[src/rtl/ps2_pkg.sv]
// ps2_pkg: shared state encoding, command constants and frame helper for the PS/2 host path
package ps2_pkg;

    typedef enum logic [3:0] {
        IDLE,
        INHIBIT,
        RTS,
        WAIT_FIRST,
        SEND,
        ACK,
        WAIT_IDLE,
        DONE,
        ERR
    } state_t;

    localparam int TIMER_W = 21;

    localparam logic [7:0] CMD_SET_LEDS = 8'hED;
    localparam logic [7:0] CMD_RESET    = 8'hFF;
    localparam logic [7:0] RESP_ACK     = 8'hFA;

    // Shift-out order is d0..d7 then odd parity, LSB first.
    function automatic logic [8:0] frame_of(input logic [7:0] d);
        return {~^d, d};
    endfunction

endpackage

[src/rtl/ps2_line_filter.sv]
// ps2_line_filter: 2-FF synchronizer, stability filter and falling-edge detect for one PS/2 line
module ps2_line_filter #(
    parameter int FILTER_LEN = 8
) (
    input  logic clk,
    input  logic rst,
    input  logic line_in,
    output logic filt,
    output logic fall
);

    localparam int CW = $clog2(FILTER_LEN + 1);

    logic [1:0]    sync;
    logic [CW-1:0] cnt;
    logic          prev;

    always_ff @(posedge clk) begin
        if (rst) begin
            sync <= 2'b11;
            cnt  <= '0;
            filt <= 1'b1;
            prev <= 1'b1;
        end else begin
            sync <= {sync[0], line_in};
            prev <= filt;
            if (sync[1] == filt)
                cnt <= '0;
            else if (cnt == CW'(FILTER_LEN - 1)) begin
                filt <= sync[1];
                cnt  <= '0;
            end else
                cnt <= cnt + CW'(1);
        end
    end

    assign fall = prev & ~filt;

endmodule

[src/rtl/ps2_host_tx.sv]
// ps2_host_tx: PS/2 host-to-device command transmitter (inhibit, request-to-send, 11 clocks + ACK)
module ps2_host_tx
    import ps2_pkg::*;
#(
    parameter int INHIBIT_CYCLES     = 12000,
    parameter int RTS_CYCLES         = 200,
    parameter int FIRST_EDGE_TIMEOUT = 1500000,
    parameter int PACKET_TIMEOUT     = 200000,
    parameter int FILTER_LEN         = 8
) (
    input  logic       clk,
    input  logic       rst,
    input  logic       tx_start,
    input  logic [7:0] tx_data,
    input  logic       ps2_clk_in,
    input  logic       ps2_data_in,
    output logic       ps2_clk_oe,
    output logic       ps2_data_oe,
    output logic       tx_busy,
    output logic       tx_done,
    output logic       tx_err
);

    state_t               state, state_d;
    logic [TIMER_W-1:0]   timer, timer_d, timer_inc;
    logic [8:0]           shift, shift_d;
    logic [3:0]           bitcnt, bitcnt_d;
    logic                 clk_oe_d, data_oe_d, busy_d;
    logic                 clk_f, clk_fall, data_f, data_fall_unused;
    logic                 pkt_to;

    ps2_line_filter #(.FILTER_LEN(FILTER_LEN)) u_clk_filt (
        .clk     (clk),
        .rst     (rst),
        .line_in (ps2_clk_in),
        .filt    (clk_f),
        .fall    (clk_fall)
    );

    ps2_line_filter #(.FILTER_LEN(FILTER_LEN)) u_data_filt (
        .clk     (clk),
        .rst     (rst),
        .line_in (ps2_data_in),
        .filt    (data_f),
        .fall    (data_fall_unused)
    );

    assign timer_inc = (timer == '1) ? timer : timer + TIMER_W'(1);
    assign pkt_to    = timer >= TIMER_W'(PACKET_TIMEOUT);
    assign tx_done   = state == DONE;
    assign tx_err    = state == ERR;

    always_ff @(posedge clk) begin
        if (rst) begin
            state       <= IDLE;
            timer       <= '0;
            shift       <= '0;
            bitcnt      <= '0;
            ps2_clk_oe  <= 1'b0;
            ps2_data_oe <= 1'b0;
            tx_busy     <= 1'b0;
        end else begin
            state       <= state_d;
            timer       <= timer_d;
            shift       <= shift_d;
            bitcnt      <= bitcnt_d;
            ps2_clk_oe  <= clk_oe_d;
            ps2_data_oe <= data_oe_d;
            tx_busy     <= busy_d;
        end
    end

    // The packet timer is cleared only on entry to SEND, so it spans SEND, ACK and WAIT_IDLE.
    always_comb begin
        state_d   = state;
        timer_d   = timer_inc;
        shift_d   = shift;
        bitcnt_d  = bitcnt;
        clk_oe_d  = ps2_clk_oe;
        data_oe_d = ps2_data_oe;
        busy_d    = tx_busy;
        case (state)
            IDLE: begin
                timer_d = '0;
                if (tx_start) begin
                    shift_d  = frame_of(tx_data);
                    busy_d   = 1'b1;
                    clk_oe_d = 1'b1;
                    state_d  = INHIBIT;
                end
            end
            INHIBIT: if (timer == TIMER_W'(INHIBIT_CYCLES - 1)) begin
                data_oe_d = 1'b1;
                timer_d   = '0;
                state_d   = RTS;
            end
            RTS: if (timer == TIMER_W'(RTS_CYCLES - 1)) begin
                clk_oe_d = 1'b0;
                timer_d  = '0;
                bitcnt_d = '0;
                state_d  = WAIT_FIRST;
            end
            WAIT_FIRST: begin
                if (clk_fall) begin
                    data_oe_d = ~shift[0];
                    shift_d   = shift >> 1;
                    bitcnt_d  = 4'd1;
                    timer_d   = '0;
                    state_d   = SEND;
                end else if (timer >= TIMER_W'(FIRST_EDGE_TIMEOUT))
                    state_d = ERR;
            end
            SEND: begin
                if (pkt_to)
                    state_d = ERR;
                else if (clk_fall && bitcnt == 4'd9) begin
                    data_oe_d = 1'b0;
                    state_d   = ACK;
                end else if (clk_fall) begin
                    data_oe_d = ~shift[0];
                    shift_d   = shift >> 1;
                    bitcnt_d  = bitcnt + 4'd1;
                end
            end
            ACK: begin
                if (pkt_to)
                    state_d = ERR;
                else if (clk_fall)
                    state_d = data_f ? ERR : WAIT_IDLE;
            end
            WAIT_IDLE: begin
                if (pkt_to)
                    state_d = ERR;
                else if (clk_f && data_f)
                    state_d = DONE;
            end
            DONE: begin
                busy_d  = 1'b0;
                state_d = IDLE;
            end
            ERR: begin
                busy_d  = 1'b0;
                state_d = IDLE;
            end
            default: state_d = IDLE;
        endcase
        if (state_d == ERR) begin
            clk_oe_d  = 1'b0;
            data_oe_d = 1'b0;
        end
    end

endmodule

[config.mk]
export PLATFORM = sky130hd
export DESIGN_NAME = ps2_host_tx
export DESIGN_NICKNAME = d
export VERILOG_FILES = /design/src/rtl/ps2_pkg.sv /design/src/rtl/ps2_line_filter.sv /design/src/rtl/ps2_host_tx.sv
export SDC_FILE = /design/constraint.sdc
export NUM_CORES = 1
export LEC_CHECK = 0
export ABC_AREA = 1
export CORE_MARGIN = 2
export CORE_UTILIZATION = 25
export DETAILED_ROUTE_END_ITERATION = 8
export GPL_ROUTABILITY_DRIVEN = 0
export REMOVE_ABC_BUFFERS = 1
export SYNTH_ARGS = -nofsm -noshare
export SYNTH_HDL_FRONTEND = slang
export SYNTH_SLANG_ARGS = --single-unit
[constraint.sdc]
create_clock -name clk -period 2.6 [get_ports clk]
set_clock_uncertainty 0.15 [all_clocks]
set_input_delay 0.26 -clock clk [delete_from_list [all_inputs] [get_ports clk]]
set_output_delay 0.26 -clock clk [all_outputs]
set_load 0.05 [all_outputs]
==> qor.yml <==
fin_crit_sh_pct: 91.31
arrival_ns: 1.96
fmax_mhz: 421.2
dr.pass1.iters: 5
setup_tns_ns: 0
p_int_mw: 1.487
synthCells: 506
clock_path_buffers: 2
vias: 3083
cts-resized-gates: 0
worstHoldStart: "u_data_filt.sync[0]"
antenna_found_initial: 0
grt_max_degree: 18
start_kind: "register"
cts.root.buffer_cell: "clkbuf_16"
synth-seq-cells: 56
grt-ovfl-total: 0
boundaryPins: 18
cts_setup_buffers: 0
core_area_mm2: 0.01314
r2r_end: "timer[5]"
async_flop_share_pct: 0
ys_seq_area_share_pct: 33.70
wl_per_cell_um: 11.04
start_util_pct: 25.32
ir_drop_mv: 0.2572
die_w_um: 119.4
rows: 42
worst_slew_pin_slew_ns: 0.5047
seqPwrFrac_pct: 47.4
cts_sinks: 56
status: "finished clean"
drv_cap: 0
syn2layout_area_growth_pct: 16.10
rrSetupSlack_ns: 0.44
min_period_ns: 2.374
clk-insertion-delay-late_ns: 0.29
die_area_mm2: 0.01425
synth-warning-count: 0
first_global_vias: 2874
p_clk_share_pct: 45.0
hold_buffers: 0
reg2regPathDepth: 12
avgSynthCellArea_um2: 6.575
die_h_um: 119.4
synth_area_mm2: 0.003327
rsz0062_at_grt: "no"
crit_type: "register to output pin"
portBuffers: 17
hpwl_mm: 5.964
synthDistinctLibCells: 35
cts_tree: "done"
routed_wl_mm: 7.738
swShare_pct: 21.04
cp_max_fo: 4
slew_viol_final: 0
route.detailed.drc: 0
cts_buffers: 5
p_leak_nw: 1.575
reg2reg_from: "timer[0]"
switchingPower_mw: 0.3963
drt_first_iter_violations: 180
layout.nets: 544
clk_transition_reported_paths_ns: 0.07
hold_class: "register to register"
grt_pass1_wl_mm: 13.25
diodes: 0
finalSetupViolCount: 0
vias_per_cell: 4.398
ant_nets: 0
min_path_cells: 1
synth_enable_flop_cells: 0
hold_viol: 0
htreeDepth: 2
drive_gt1_share_pct: 11.81
setup_slack_ns: 0.2258
ys.flop_type: "dfxtp_1"
grt_usage_pct: 11.22
worstSetupEndpointType: "output pin"
combPwrFrac_pct: 7.6
power_density_mw_per_mm2: 487.7
pre_cts_ws_ns: 0.4397
relSlewSlack_pct: 66.25
worstPathRequired_ns: 2.19
worstHoldEndpoint: "u_data_filt.sync[1]"
==> kinds of logic after synthesis <==
| kind of cell | Yosys count | synth area share (%) |
|---|---|---|
| and+or+nand+nor | 308 | 42.61 |
| buffers and inverters | 68 | 8.612 |
| DFF | 56 | 33.70 |
| AOI/OAI and AO/OA | 53 | 8.875 |
| xor gates and xnor gates | 15 | 3.949 |
| adders and majority gates | 6 | 2.256 |
==> layout by cell type (no fill, tap or decap) <==
master           count
o211ai_1             2
nand3_2              2
xor2_1               9
or2_2                6
nor2_2               7
nor3b_1              2
xnor2_1              6
o21ai_1             11
nand2_4              1
a21oi_2              3
buf_4                2
nor2_1              91
nor3b_2              1
a21o_1               3
nor3_2               1
a31oi_1              2
clkdlybuf4s50_1     17
ha_1                 6
nor3_1              13
nor2_8               1
nor2_4               6
nand2_2             12
nand2_1            113
a31o_2               1
a21oi_1             21
nand4_1             11
inv_4                1
clkbuf_16            5
clkinv_1             1
nand3_1             41
bufinv_16            2
o21ai_0             10
inv_1               48
dfxtp_1             56
inv_2               11
==> metal layers <==
| layer | global-route usage (%) | vias to the layer above | part of all wire, % |
|---|---|---|---|
| met1 | 15.12 | 1375 | 51 |
| met2 | 18.50 | 52 | 44 |
| met3 | 1.820 | 8 | 3.8 |
| li1 | - | 1648 | - |
| met4 | 3.235 | 0 | 1.0 |
| met5 | 0 | - | 0 |
==> synthesized netlist by cell type (7+ instances only) <==
cell type | instances | area share [%]
xor2_1 | 9 | 2.4
nand2_2 | 12 | 2.3
inv_1 | 48 | 5.4
nand2_1 | 113 | 13
o21ai_0 | 10 | 1.5
o21ai_1 | 11 | 1.7
nor2_2 | 7 | 1.3
nor2_1 | 91 | 10
inv_2 | 11 | 1.2
a21oi_1 | 21 | 3.2
nand3_1 | 41 | 6.2
nand4_1 | 11 | 2.1
nor3_1 | 13 | 2.0
dfxtp_1 | 56 | 34
==> stage by stage <==
stage | utilization [%] | area, um^2 | instances | hold WS [ns] | power [mW]
final | 29.40 | 3862 | 701 | 0.2634 | 1.884
after global routing | 29.40 | 3862 | 701 | 0.2903 | 1.960
after CTS | 29.40 | 3862 | 701 | 0.2661 | 1.911
after detailed placement | 27.99 | 3677 | 694 | 0.2492 | 1.058
after global placement | 27.99 | 3677 | 694 | 0.2444 | 1.056
after floorplan | - | 3272 | 499 | 0.1791 | 1.005
==> worst max-delay path, cell delays in order (launching register included) <==
cell	delay (ns)
dfxtp_1	0.33
inv_1	0.12
nand2_2	0.13
nor3_1	0.24
clkdlybuf4s50_1	0.86
==> how the worst max path moves through the flow <==
stage / from / endpoint / slack [ns] / cells past startpoint
after floorplan: state[3] / tx_busy / 0.38 / 6
after global placement: timer[0] / timer[9] / 0.52 / 12
after detailed placement: timer[0] / timer[5] / 0.44 / 12
after CTS: state[3] / tx_done / 0.22 / 4
after global routing: state[1] / tx_err / 0.10 / 4
final: state[3] / tx_done / 0.23 / 4
==> sequential cells by signal, indices dropped and copies added, names as in the netlist <==
name and flops:
state 4, u_clk_filt.prev 1, tx_busy 1, u_data_filt.filt 1, ps2_data_oe 1, shift 9
bitcnt 4, u_clk_filt.filt 1, u_data_filt.sync 2, timer 21, ps2_clk_oe 1, u_clk_filt.sync 2
u_data_filt.cnt 4, u_clk_filt.cnt 4
==> final cells by class <==
| cell class | instances | area [um^2] |
|---|---|---|
| Timing Repair Buffer | 19 | 185.2 |
| Clock inverter | 2 | 60.06 |
| Fill cell | 1499 | 9275 |
| Inverter | 61 | 231.5 |
| Multi-Input combinational cell | 382 | 1919 |
| Tap cell | 176 | 220.2 |
| Clock buffer | 5 | 125.1 |
| Sequential cell | 56 | 1121 |
==> power by group through the flow <==
stage	Combinational, mW	Sequential, mW	Clock (mW)
after global routing	0.160	0.895	0.904
after floorplan	0.0860	0.919	0
after detailed placement	0.145	0.913	0
after CTS	0.145	0.893	0.873
after global placement	0.144	0.913	0
final	0.143	0.893	0.848
Power figures use the tool's default switching activity.
